[config.mk]
export PLATFORM = sky130hd
export DESIGN_NAME = sw_led_ctrl
export DESIGN_NICKNAME = d
export VERILOG_FILES = /design/src/rtl/sw_led_pkg.sv /design/src/rtl/sw_debounce.sv /design/src/rtl/sw_led_ctrl.sv
export SDC_FILE = /design/constraint.sdc
export NUM_CORES = 1
export LEC_CHECK = 0
export BUFFER_PORTS_ARGS = -buffer_cell sky130_fd_sc_hd__buf_2
export CAP_MARGIN = 40
export CORE_MARGIN = 5
export CORE_UTILIZATION = 56
export CTS_CLUSTER_SIZE = 20
export DETAILED_ROUTE_END_ITERATION = 16
export HOLD_SLACK_MARGIN = 0.08
export PLACE_DENSITY_LB_ADDON = 0.3
export RECOVER_POWER = 100
export SETUP_SLACK_MARGIN = 0.05
export SLEW_MARGIN = 20
export SYNTH_ARGS = -nofsm -noshare
export SYNTH_HDL_FRONTEND = slang
export SYNTH_SLANG_ARGS = --single-unit
[constraint.sdc]
create_clock -name clk -period 2 [get_ports clk]
set_input_delay 0.5 -clock clk [delete_from_list [all_inputs] [get_ports clk]]
set_output_delay 0.5 -clock clk [all_outputs]
set_load 0.03 [all_outputs]
[src/rtl/sw_led_pkg.sv]
// Shared types and helpers for the switch-to-LED controller.
package sw_led_pkg;

    // Display mode applied to every switch channel.
    typedef enum logic [1:0] {
        MODE_FOLLOW = 2'd0,
        MODE_TOGGLE = 2'd1,
        MODE_BLINK  = 2'd2,
        MODE_INVERT = 2'd3
    } mode_e;

    // Minimum counter width; keeps a one-bit counter for tiny terminal counts.
    localparam int MIN_CNT_W = 1;

    // Bits needed to count 0..n-1, never fewer than MIN_CNT_W.
    function automatic int cnt_width(input int n);
        int w;
        w = $clog2(n);
        if (w < MIN_CNT_W) begin
            w = MIN_CNT_W;
        end else begin
            w = w;
        end
        return w;
    endfunction

endpackage

[src/rtl/sw_debounce.sv]
// One switch channel: two-flop synchroniser, stability-counter debounce
// and rising-edge detect on the accepted level.
module sw_debounce
    import sw_led_pkg::*;
#(
    parameter int DEBOUNCE_CYC = 1_000_000
) (
    input  logic clk,
    input  logic rst_n,
    input  logic sw_raw,
    output logic sw_db,
    output logic rise
);

    localparam int             CW       = cnt_width(DEBOUNCE_CYC);
    localparam logic [CW-1:0]  CNT_MAX  = CW'(DEBOUNCE_CYC - 32'sd1);
    localparam logic [CW-1:0]  CNT_ONE  = CW'(32'd1);
    localparam logic [CW-1:0]  CNT_ZERO = CW'(32'd0);

    logic          sync1_q;
    logic          sync2_q;
    logic [CW-1:0] cnt_q;
    logic [CW-1:0] cnt_d;
    logic          db_q;
    logic          db_d;
    logic          prev_q;

    // Debounce decision: any return to the accepted level restarts the count.
    always_comb begin
        cnt_d = cnt_q;
        db_d  = db_q;
        if (sync2_q == db_q) begin
            cnt_d = CNT_ZERO;
            db_d  = db_q;
        end else if (cnt_q == CNT_MAX) begin
            cnt_d = CNT_ZERO;
            db_d  = sync2_q;
        end else begin
            cnt_d = cnt_q + CNT_ONE;
            db_d  = db_q;
        end
    end

    // Synchroniser, debounce state and edge-detect history.
    always_ff @(posedge clk or negedge rst_n) begin
        if (!rst_n) begin
            sync1_q <= 1'b0;
            sync2_q <= 1'b0;
            cnt_q   <= CNT_ZERO;
            db_q    <= 1'b0;
            prev_q  <= 1'b0;
        end else begin
            sync1_q <= sw_raw;
            sync2_q <= sync1_q;
            cnt_q   <= cnt_d;
            db_q    <= db_d;
            prev_q  <= db_q;
        end
    end

    assign sw_db = db_q;
    // prev_q clears on reset, so a level held through reset yields one rise.
    assign rise  = db_q & ~prev_q;

endmodule

[src/rtl/sw_led_ctrl.sv]
// Switch-to-LED controller: debounced switches drive LED groups in
// follow / toggle / blink / invert mode, with a shared free-running blink.
module sw_led_ctrl
    import sw_led_pkg::*;
#(
    parameter int N_SW           = 2,
    parameter int LEDS_PER_SW    = 2,
    parameter int DEBOUNCE_CYC   = 1_000_000,
    parameter int BLINK_HALF_CYC = 50_000_000
) (
    input  logic                        clk,
    input  logic                        rst_n,
    input  logic [N_SW-1:0]             sw,
    input  logic [1:0]                  mode,
    output logic [N_SW*LEDS_PER_SW-1:0] led,
    output logic [N_SW-1:0]             sw_db
);

    localparam int            BW        = cnt_width(BLINK_HALF_CYC);
    localparam logic [BW-1:0] BCNT_MAX  = BW'(BLINK_HALF_CYC - 32'sd1);
    localparam logic [BW-1:0] BCNT_ONE  = BW'(32'd1);
    localparam logic [BW-1:0] BCNT_ZERO = BW'(32'd0);

    logic [N_SW-1:0]             db_s;
    logic [N_SW-1:0]             rise_s;
    logic [N_SW-1:0]             grp_s;
    logic [N_SW-1:0]             tog_q;
    logic [N_SW-1:0]             tog_d;
    logic [BW-1:0]               bcnt_q;
    logic [BW-1:0]               bcnt_d;
    logic                        phase_q;
    logic                        phase_d;
    logic [N_SW*LEDS_PER_SW-1:0] led_q;
    logic [N_SW*LEDS_PER_SW-1:0] led_d;
    mode_e                       mode_s;

    for (genvar i = 0; i < N_SW; i++) begin : g_ch
        sw_debounce #(
            .DEBOUNCE_CYC (DEBOUNCE_CYC)
        ) u_debounce (
            .clk    (clk),
            .rst_n  (rst_n),
            .sw_raw (sw[i]),
            .sw_db  (db_s[i]),
            .rise   (rise_s[i])
        );
    end

    assign mode_s = mode_e'(mode);

    // Blink timebase: wrap at the half period and flip the shared phase.
    always_comb begin
        bcnt_d  = bcnt_q;
        phase_d = phase_q;
        if (bcnt_q == BCNT_MAX) begin
            bcnt_d  = BCNT_ZERO;
            phase_d = ~phase_q;
        end else begin
            bcnt_d  = bcnt_q + BCNT_ONE;
            phase_d = phase_q;
        end
    end

    // Toggle state flips on every accepted press, regardless of mode.
    always_comb begin
        tog_d = tog_q ^ rise_s;
    end

    // Per-channel display value for the current mode, fanned out to its LED group.
    always_comb begin
        grp_s = db_s;
        led_d = {(N_SW*LEDS_PER_SW){1'b0}};
        case (mode_s)
            MODE_FOLLOW: grp_s = db_s;
            MODE_TOGGLE: grp_s = tog_q;
            MODE_BLINK:  grp_s = db_s & {N_SW{phase_q}};
            MODE_INVERT: grp_s = ~db_s;
            default:     grp_s = db_s;
        endcase
        for (int i = 0; i < N_SW; i++) begin
            led_d[i*LEDS_PER_SW +: LEDS_PER_SW] = {LEDS_PER_SW{grp_s[i]}};
        end
    end

    // Blink counter, toggle flops and registered LED drive.
    always_ff @(posedge clk or negedge rst_n) begin
        if (!rst_n) begin
            bcnt_q  <= BCNT_ZERO;
            phase_q <= 1'b0;
            tog_q   <= {N_SW{1'b0}};
            led_q   <= {(N_SW*LEDS_PER_SW){1'b0}};
        end else begin
            bcnt_q  <= bcnt_d;
            phase_q <= phase_d;
            tog_q   <= tog_d;
            led_q   <= led_d;
        end
    end

    assign led   = led_q;
    assign sw_db = db_s;

endmodule

**Word-level counts from Yosys, hierarchy flattened**

Cells that the tools add are included.

- Bits in registers: 80
- Output and inout bits: 6
- Word-level logic and storage cells: 44

- Add/subtract/negate cells: 3
- Equal/unequal tests: 8
- Mux-type cells: 6
- Bitwise operators: 10
- Reduce and logical (&&, ||, !) cells: 3

Operators by type and width:

| cell | count |
|---|---|
| $mux W20 | 4 |
| $add A20 B1 Y20 const B | 2 |
| $eq A20 B20 Y1 const B | 2 |
| $add A26 B1 Y26 const B | 1 |
| $eq A26 B26 Y1 const B | 1 |
| $mux W26 | 1 |
| $pmux W2 S4 | 1 |
| $not A1 Y1 | 5 |
| $eq A2 B2 Y1 const B | 2 |
| $reduce_and A2 Y1 | 2 |
| $and A1 B1 Y1 | 2 |
| $and A2 B2 Y2 | 1 |
| $eq A1 B1 Y1 | 2 |
| $eq A2 B1 Y1 const B | 1 |
| $logic_not A2 Y1 | 1 |
| $not A2 Y2 | 1 |
| $xor A2 B2 Y2 | 1 |

**Logic depth before layout (Yosys ltp)**

Gate-level depths: netlist (run 1).

- Depth after elaboration: 3
- Mapped depth: 6

**Cells and area by module**

Synthesis (run 1) repeated with hierarchy kept, for this count alone.

- Cell total of the unflattened synthesis: 364
- Area, all modules: 3,834.9 um^2

Modules (own cells, without submodules):

| module | times used | cells each | area each (um^2) | sequential area each (um^2) |
|---|---|---|---|---|
| sw_debounce | 2 | 110 | 1,146.1 | 600.6 |
| sw_led_ctrl | 1 | 144 | 1,542.7 | 775.7 |

**Worst setup path after synthesis (run 1)**

OpenSTA, ideal clock, no wires.

- Path kind: register -> register
- Start: register g_ch[0].u_debounce.cnt_q[12]
- End: register g_ch[0].u_debounce.db_q
- Arrival: 2,031 ps
- Data required time: 1,875 ps
- Path slack: -156 ps
- Stages on the path, launching flop included: 5
- Buffers on the path: 0
- Period minus slack after synthesis: 2,156 ps
- Path through: dfrtp_1 > or4_1 > or4_4 > nor3_1 > mux2_2

- Cells in the longest elaborated chain, start to end: 2

RTL lines:

| what | line | source |
|---|---|---|
| start: declaration | sw_debounce.sv:22 | `logic [CW-1:0] cnt_q;` |
| start signal: assignment | sw_debounce.sv:55 | `cnt_q <= cnt_d;` |
| $eq A20 B20 Y1 | sw_debounce.sv:35 | `end else if (cnt_q == CNT_MAX) begin` |
| $reduce_and A2 Y1 (no source line) | n/a |  |
| end signal: assignment | sw_debounce.sv:50 | `db_q <= 1'b0;` |
| end signal: assignment | sw_debounce.sv:56 | `db_q <= db_d;` |
| end: declaration | sw_debounce.sv:24 | `logic db_q;` |

Every way passes these cells.
A chain may end at the register's enable or synchronous reset.

**Worst setup path after layout (run 1)**

- Start: register g_ch[0].u_debounce.cnt_q[10]
- End: register g_ch[0].u_debounce.cnt_q[2]

- Cells in the longest elaborated chain, start to end: 3

RTL lines:

| what | line | source |
|---|---|---|
| $eq A20 B20 Y1 | sw_debounce.sv:35 |  |
| $mux W20 | sw_debounce.sv:35 |  |
| $mux W20 | sw_debounce.sv:32 | `if (sync2_q == db_q) begin` |
| via g_ch[0].u_debounce.cnt_d[2] | sw_debounce.sv:23 | `logic [CW-1:0] cnt_d;` |

The timed path passes the listed nets, and every way through them passes these cells.

==> impl_metrics.json, run 1 <==
{
  "numCtsBuffers": 9,
  "layout.area.seq_sq_mm": 0.001978,
  "layout_setup_ws_ns": -0.09127,
  "grt_util_all_layers_pct": 19.65,
  "clkLatencyLatePin_ns": 0.35,
  "slew_headroom_pct": 46.33,
  "tightest_slew_ns": 0.8051,
  "hpwl_microns": 5393,
  "overflow": 0,
  "cts_sinks": 79,
  "failed_checks": "negative setup slack",
  "r2r-end": "g_ch[0].u_debounce.cnt_q[2]",
  "hold_viol_final": 0,
  "final.fill_count": 531,
  "antenna_found_initial": 0,
  "drc": 0,
  "irDropWorstVdd_uv": 368.2,
  "hp-start": "sw[1]",
  "final_common_cell": "dfrtp_1",
  "n_antenna_cell": 0,
  "post_drt_wl_per_cell_microns": 15.13,
  "dieArea_sq_mm": 0.008605,
  "crit_fanout": 14,
  "rows": 30,
  "layout_common_cells": "dfrtp_1 (78), buf_4 (30), nor2_1 (26)",
  "start_kind": "flip-flop",
  "firstDrtPassIters": 4,
  "synthFlopType": "dfrtp_1",
  "ant_nets": 0,
  "clockRootBuffer": "clkbuf_8",
  "drt-initial-drc-count": 132,
  "switching_share_pct": 22.52,
  "io_pins": 12,
  "synth_area_leaders": "dfrtp_1 (52%), xnor2_1 (5.7%), xor2_1 (4.3%)",
  "grt_pass1_wl_microns": 13510,
  "post_cts_buffers": 0,
  "status": "complete, but fails checks",
  "final_nets": 442,
  "setup_viol": 40,
  "wl_microns": 7823,
  "ys_seq_elements": 79,
  "yosysWarnings": 0,
  "die_y_microns": 92.77,
  "syn_area_sq_mm": 0.003836,
  "r2r_setup_slack_ns": -0.09,
  "first_global_vias": 2904,
  "rsz0062_at_grt": "yes",
  "path_clk_slew_ns": 0.09,
  "power.net_switching_w": 0.0006809,
  "power_leakage_nw": 1.879,
  "seq_power_share_pct": 53.7,
  "crit_path_end_kind": "flip-flop",
  "critPathKind": "flip-flop to flip-flop",
  "grt_start_max_net_pins": 52,
  "drive_gt1_share_pct": 21.28,
  "place_inst": 500,
  "clock_skew_ns": 0.01070,
  "fp.dieW_microns": 92.77,
  "stdcell_count": 517,
  "viasPerCell": 5.824,
  "ys_types": 38,
  "startpoint": "g_ch[0].u_debounce.cnt_q[10]",
  "fmax_ghz": 0.4782,
  "cts_buffer_depth": 2,
  "critPathRequiredTime_ns": 2.24,
  "synthArstFlopShare_pct": 100.0,
  "synth_edf_count": 0,
  "hold_end": "g_ch[1].u_debounce.sync1_q",
  "rr_startpoint": "g_ch[0].u_debounce.cnt_q[10]",
  "synthCells": 381,
  "maxCapViolCount": 0,
  "comb_power_share_pct": 4.0,
  "power_density_mw_per_mm2": 663.3,
  "place_area_sq_mm": 0.004277,
  "hp-class": "primary input to flip-flop",
  "yosysSeqAreaShare_pct": 51.53,
  "fin_crit_sh_pct": 104.6,
  "io_buffers": 11,
  "cpPeakStageDelay_ns": 0.58,
  "avgSynthCellArea_sq_um": 10.07,
  "final_area_sq_mm": 0.004559,
  "yosysTopAreaCell": "dfrtp_1",
  "slowest_stage": "or4_4",
  "worst-r2r-cell-count": 5,
  "core_sq_mm": 0.006719,
  "cts_max_level": 3,
  "initial_core_util_pct": 57.09,
  "hold_depth": 1,
  "crit_chain": "or4_1 -> or4_4 -> o31ai_4 -> buf_12 -> nor2_1",
  "syn2layout_area_growth_pct": 18.85,
  "multi_input_area_sq_mm": 0.001843,
  "dr_total_vias": 3011,
  "cts_tree": "yes",
  "worst_ep_arrival_time_ns": 2.33,
  "p_int_w": 0.002343,
  "synth.top_cell.area_share_pct": 51.53,
  "syn_nets": 390,
  "gp_congestion": 0.8411,
  "fin_crit_ns": 2.091,
  "p_clk_share_pct": 42.2,
  "slew_violations": 0
}
## per-stage QoR
step / total power [W] / hold WS (ns) / util, % / setup slack [ns] / setup TNS (ns)
2_1_floorplan: 0.001710 / 0.2044 / - / -0.1112 / -1.166
3_3_place_gp: 0.001771 / 0.3358 / 63.65 / -0.05128 / -0.2661
3_5_place_dp: 0.001774 / 0.3355 / 63.65 / -0.09358 / -0.9893
4_1_cts: 0.003055 / 0.2363 / 68.32 / -0.09124 / -1.832
5_1_grt: 0.003142 / 0.2383 / 67.86 / -0.1437 / -4.446
6_report: 0.003024 / 0.2530 / 67.86 / -0.09127 / -2.392
## cell families after synthesis
kind of cell | Yosys count | synth area share, %
multiplexers | 5 | 1.370
AO/OA/AOI/OAI | 46 | 7.077
adder cells (fa/ha/maj) | 3 | 0.9786
XOR/XNOR | 44 | 10.05
flip-flops | 79 | 51.53
AND/OR/NAND/NOR | 178 | 25.70
buffers and inverters | 26 | 3.294
## power by group through the flow
stage                     Clock (W)  Sequential, W  Combinational, W
after global placement            0        0.00166          0.000115
after global routing        0.00138        0.00163          0.000137
after floorplan                   0        0.00166         0.0000502
final                       0.00128        0.00163          0.000122
after CTS                   0.00130        0.00163          0.000128
after detailed placement          0        0.00166          0.000117
## layout make-up
cell class	count	area share, %
flip-flops and latches	79	43.39
repair buffers	57	8.562
clock buffers	9	2.717
well taps	80	2.195
inverters	10	0.8233
clock inverters	6	1.894
multi-input cells	276	40.42
## critical path: cells and delay by family (launching register included)
family / cells / cell delay [ns]
compound gates: 1 / 0.25
buf+inv: 1 / 0.18
flops: 1 / 0.39
simple gates: 3 / 1.15
## flip-flops by register name (all words and copies together), names as in the netlist
signal,count
g_ch.u_debounce.cnt_q,40
tog_q,2
led,2
g_ch.u_debounce.sync1_q,2
bcnt_q,26
g_ch.u_debounce.sw_db,2
g_ch.u_debounce.sync2_q,2
phase_q,1
g_ch.u_debounce.prev_q,2
## timing repair
item                                   CTS  global route
endpoints found under the hold margin   13             0
resized for setup                       24            10
gates cloned                             1             0
hold buffers                             1             0
setup endpoints to repair               40            45
pin swaps                               10             2
## cell usage after synthesis, types with 10 or more instances
cell type  number
o21ai_0        13
nand2_1        25
xnor2_1        25
or4_1          13
nor2_1         39
inv_1          10
a21oi_1        20
or3_1          10
nand4_1        21
nand3_1        23
xor2_1         19
dfrtp_1        79
nor4_1         10
## worst max path at each step
| stage | end | slack (ns) | cells past startpoint |
|---|---|---|---|
| finish | g_ch[0].u_debounce.cnt_q[2] | -0.09 | 5 |
| global route | g_ch[0].u_debounce.cnt_q[5] | -0.14 | 5 |
| CTS | g_ch[0].u_debounce.cnt_q[2] | -0.09 | 5 |
| detailed placement | g_ch[0].u_debounce.sw_db | -0.09 | 4 |
| global placement | g_ch[0].u_debounce.sw_db | -0.05 | 4 |
| floorplan | g_ch[0].u_debounce.cnt_q[10] | -0.11 | 5 |
## metal layers
metal / GRT usage (%) / vias up / share of wire, %
li1: - / 1468 / -
met2: 31.31 / 57 / 49
met3: 4.143 / 9 / 3.1
met5: 0 / - / 0
met4: 7.448 / 0 / 1.4
met1: 26.41 / 1477 / 47
(Power assumes the default switching activity.)
==> run 2: changes to the inputs <==
- MAX_ROUTING_LAYER: not set -> met4
==> impl_metrics.json, run 2 (synthesis results as in run 1) <==
{
  "dr_total_vias": 3013,
  "cts_max_level": 3,
  "hpwl_microns": 5393,
  "hold_viol_final": 0,
  "crit_path_end_kind": "flip-flop",
  "hp-class": "primary input to flip-flop",
  "layout_common_cells": "dfrtp_1 (78), buf_4 (30), nor2_1 (26)",
  "layout_setup_ws_ns": -0.09296,
  "hold_ws_ns": 0.2527,
  "status": "complete, but fails checks",
  "cp_top_family": "simple AND/OR/NAND/NOR gates",
  "crit_path_end": "g_ch[0].u_debounce.cnt_q[2]",
  "maxCapViolCount": 0,
  "viasPerCell": 5.828,
  "rr_startpoint": "g_ch[0].u_debounce.cnt_q[10]",
  "start_kind": "flip-flop",
  "fin_crit_ns": 2.093,
  "tightest_slew_ns": 0.8078,
  "die_y_microns": 92.77,
  "clockRootBuffer": "clkbuf_8",
  "overflow": 0,
  "failed_checks": "negative setup slack",
  "drive_gt1_share_pct": 21.28,
  "slew_headroom_pct": 46.15,
  "fp.dieW_microns": 92.77,
  "crit_chain": "or4_1 -> or4_4 -> o31ai_4 -> buf_12 -> nor2_1",
  "slowest_stage": "or4_4",
  "post_drt_wl_per_cell_microns": 15.11,
  "io_buffers": 11,
  "setup_viol": 40,
  "cts_sinks": 79,
  "drc": 0,
  "syn2layout_area_growth_pct": 18.85,
  "irDropWorstVdd_uv": 367.3,
  "power_leakage_nw": 1.879,
  "worst_ep_arrival_time_ns": 2.33,
  "layout.area.seq_sq_mm": 0.001978,
  "rows": 30,
  "grt_util_all_layers_pct": 20.18,
  "largest_register": "g_ch.u_debounce.cnt_q",
  "final_common_cell": "dfrtp_1",
  "io_pins": 12,
  "fmax_ghz": 0.4778,
  "wl_microns": 7812,
  "drt-initial-drc-count": 122,
  "numCtsBuffers": 9,
  "grt_pass1_wl_microns": 13500,
  "cts_tree": "yes",
  "ant_nets": 0,
  "pre_cts_ws_ns": -0.09358,
  "dieArea_sq_mm": 0.008605,
  "utilization_pct": 67.86,
  "cts_buffer_depth": 2,
  "setup_tns_ns": -2.440,
  "initial_core_util_pct": 57.09,
  "core_sq_mm": 0.006719,
  "stdcell_count": 517,
  "antenna_found_initial": 0,
  "r2r_setup_slack_ns": -0.09,
  "clock_skew_ns": 0.009657,
  "crit_buf_inv": 1,
  "rsz0062_at_grt": "yes",
  "final_nets": 442,
  "cpPeakStageDelay_ns": 0.58,
  "critPathKind": "flip-flop to flip-flop",
  "cp.depth": 5,
  "first_global_vias": 2907,
  "worst-r2r-cell-count": 5,
  "path_clk_slew_ns": 0.08,
  "firstDrtPassIters": 4,
  "startpoint": "g_ch[0].u_debounce.cnt_q[10]",
  "clkLatencyLatePin_ns": 0.35,
  "grt_start_max_net_pins": 52,
  "largest_register_ffs": 40,
  "final.fill_count": 531,
  "gp_congestion": 0.8542,
  "slew_violations": 0,
  "n_antenna_cell": 0,
  "fin_crit_sh_pct": 104.6,
  "power_density_mw_per_mm2": 662.8,
  "place_inst": 500,
  "critPathRequiredTime_ns": 2.24,
  "multi_input_area_sq_mm": 0.001843,
  "r2r-end": "g_ch[0].u_debounce.cnt_q[2]",
  "top_regs": "g_ch.u_debounce.cnt_q: 40 flops, bcnt_q: 26 flops",
  "crit_fanout": 14
}
-- run 2: cell counts in the layout (fill, tap and decap cells not counted) --
Identical to the previous run, type by type.
-- run 2: area by class of cell --
cell class	instances	area share, %
Clock inverter	6	1.894
Sequential cell	79	43.39
Tap cell	80	2.195
Clock buffer	9	2.717
Multi-Input combinational cell	276	40.42
Inverter	10	0.8233
Timing Repair Buffer	57	8.562
-- run 2: power by group --
group | switching [W] | leakage, nW | total [W] | internal (W)
clock network | 0.000581 | 0.105 | 0.00127 | 0.000693
logic | 0.0000846 | 0.703 | 0.000122 | 0.0000376
registers | 0.0000130 | 1.07 | 0.00163 | 0.00161
-- run 2: worst min-delay path by stage --
stage                     slack, ns                    endpoint                        from  cells past startpoint
after floorplan                0.20                   bcnt_q[0]                       rst_n                      0
after global placement         0.34  g_ch[1].u_debounce.sync2_q  g_ch[1].u_debounce.sync1_q                      0
after detailed placement       0.34  g_ch[1].u_debounce.sync2_q  g_ch[1].u_debounce.sync1_q                      0
after CTS                      0.24  g_ch[1].u_debounce.sync1_q                       sw[1]                      1
after global routing           0.24  g_ch[1].u_debounce.sync1_q                       sw[1]                      1
final                          0.25  g_ch[1].u_debounce.sync1_q                       sw[1]                      1
-- run 2: stage by stage --
stage	total power [W]	cell area, sq um
after floorplan	0.001710	3856
after global placement	0.001771	4277
after CTS	0.003055	4591
final	0.003022	4559
after global routing	0.003140	4559
after detailed placement	0.001774	4277
-- run 2: routing by layer --
metal / wire length, microns / GRT usage [%]
met5: 0 / -
met3: 261 / 4.143
met4: 95 / 7.448
met2: 3842 / 31.31
met1: 3613 / 26.36
-- run 2: worst register-to-register path: cells and delay by family (launching register included) --
kind / cells / cell delay [ns]
AND/OR/NAND/NOR: 3 / 1.16
AO/OA/AOI/OAI: 1 / 0.25
buffers and inverters: 1 / 0.18
flip-flops: 1 / 0.39
-- run 2: repair_timing --
action / 4_1_cts / 5_1_grt
pin swaps: 10 / 2
setup buffers: 0 / 0
endpoints found under the setup margin: 40 / 45
gates resized for setup: 24 / 10
hold endpoints to repair: 13 / 0
gates cloned: 1 / 0
hold buffers: 1 / 0
==> run 3: changes to the inputs <==
- CORE_UTILIZATION: 56 -> 60
- clock period: 2 -> 2.1 ns (I/O delays scaled with it)
==> impl_metrics.json, run 3 (synthesis results as in run 1) <==
{
  "status": "finished, final reports clean",
  "antenna_found_initial": 0,
  "grt_util_all_layers_pct": 19.96,
  "core_sq_mm": 0.006277,
  "initial_core_util_pct": 61.11,
  "irDropWorstVdd_uv": 490.7,
  "worst_ep_arrival_time_ns": 2.32,
  "drc": 0,
  "setup_tns_ns": 0,
  "power_density_mw_per_mm2": 646.8,
  "io_buffers": 11,
  "critPathRequiredTime_ns": 2.34,
  "hp-class": "primary input to flip-flop",
  "dr_total_vias": 3032,
  "largest_register_ffs": 40,
  "setup_viol": 0,
  "fin_crit_sh_pct": 98.61,
  "final_nets": 435,
  "largest_register": "g_ch.u_debounce.cnt_q",
  "gp_congestion": 0.9038,
  "cts_sinks": 79,
  "final_common_cell": "dfrtp_1",
  "ant_nets": 0,
  "die_y_microns": 89.96,
  "place_area_sq_mm": 0.004169,
  "start_kind": "flip-flop",
  "crit_path_end_kind": "flip-flop",
  "slew_violations": 0,
  "startpoint": "g_ch[1].u_debounce.cnt_q[12]",
  "rows": 29,
  "grt_start_max_net_pins": 39,
  "cts_max_level": 3,
  "clockRootBuffer": "clkbuf_8",
  "io_pins": 12,
  "final_area_sq_mm": 0.004486,
  "fmax_ghz": 0.4829,
  "drive_gt1_share_pct": 18.10,
  "final.fill_count": 467,
  "fp.dieW_microns": 89.96,
  "layout_common_cells": "dfrtp_1 (79), nor2_1 (33), buf_4 (27)",
  "rr_startpoint": "g_ch[1].u_debounce.cnt_q[12]",
  "cts_buffer_depth": 2,
  "power_leakage_nw": 1.849,
  "clkLatencyLatePin_ns": 0.35,
  "firstDrtPassIters": 4,
  "clock_skew_ns": 0.006888,
  "hp-start": "sw[1]",
  "crit_fanout": 9,
  "n_antenna_cell": 0,
  "hold_viol_final": 0,
  "rsz0062_at_grt": "yes",
  "maxCapViolCount": 0,
  "cts_tree": "yes",
  "grt_pass1_wl_microns": 12910,
  "slew_headroom_pct": 40.01,
  "post_drt_wl_per_cell_microns": 15.65,
  "critPathKind": "flip-flop to flip-flop",
  "dieArea_sq_mm": 0.008093,
  "first_global_vias": 2898,
  "tightest_slew_ns": 0.8999,
  "syn2layout_area_growth_pct": 16.93,
  "numCtsBuffers": 9,
  "overflow": 0,
  "top_regs": "g_ch.u_debounce.cnt_q: 40 flops, bcnt_q: 26 flops",
  "drt-initial-drc-count": 189,
  "fin_crit_ns": 2.071,
  "viasPerCell": 5.969,
  "path_clk_slew_ns": 0.08,
  "hpwl_microns": 5272,
  "stdcell_count": 508,
  "wl_microns": 7948,
  "cts-hold-fix-buffers": 0,
  "place_inst": 485
}
## run 3: changes by cell type in the layout (fill, tap and decap cells not counted), sizes merged
cell,delta
inv,+1
buf,-5
dlygate4sd3,-1
clkinvlp,+1
clkbuf,-1
clkinv,-1
## run 3: critical path, stage by stage, from the launching register on
cell     delay (ns)
dfrtp_1        0.40
or4_1          0.50
or4_4          0.56
o21ai_4        0.25
buf_6          0.19
nor2_1         0.06
## run 3: report_power, final
group / switching, W / internal, W
clock: 0.000569 / 0.000672
sequential: 0.0000124 / 0.00154
combinational: 0.0000807 / 0.0000312
total: 0.000662 / 0.00224
## run 3: layout make-up
cell class	count	area (sq um)	share of cell area [%]
Sequential cell	79	1977	44.07
Timing Repair Buffer	50	325.3	7.252
Tap cell	77	96.34	2.148
Multi-Input combinational cell	276	1829	40.78
Inverter	10	37.54	0.8368
Clock buffer	9	123.9	2.762
Clock inverter	7	96.34	2.148
## run 3: path summary, 6_finish.rpt
kind                                                     end  slack [ns]  cells past startpoint
max in group asynchronous       g_ch[0].u_debounce.cnt_q[15]        0.60                      2
worst max-delay path             g_ch[1].u_debounce.cnt_q[4]        0.03                      5
worst min-delay path              g_ch[1].u_debounce.sync1_q        0.27                      1
worst min register to register    g_ch[1].u_debounce.sync2_q        0.36                      0
worst max register to register   g_ch[1].u_debounce.cnt_q[4]        0.03                      5
min in group asynchronous          g_ch[1].u_debounce.prev_q        0.28                      1
## run 3: repair_timing
action                                 4_1_cts  5_1_grt
gates resized for setup                      2       27
gates cloned                                 0        1
setup buffers                                0        6
pin swaps                                    0        7
endpoints found under the hold margin        0        0
setup endpoints to repair                   12       40
## run 3: metal layers
metal,part of all wire (%),track usage (%),vias up,wire [microns]
met2,51,32.50,58,4092
li1,-,-,1461,-
met4,1.0,7.444,0,80
met3,4.7,5.760,6,375
met5,0,-,-,0
met1,43,23.58,1507,3400
## run 3: stage by stage
step | util [%] | setup WS, ns | hold slack [ns] | total power, W
final | 71.46 | 0.02925 | 0.2683 | 0.002901
after floorplan | - | -0.01119 | 0.2294 | 0.001629
after detailed placement | 66.41 | 0.01001 | 0.3410 | 0.001686
after global routing | 71.46 | -0.02789 | 0.2445 | 0.003023
after CTS | 70.08 | 0.01476 | 0.1300 | 0.002927
after global placement | 66.41 | 0.05427 | 0.3323 | 0.001682
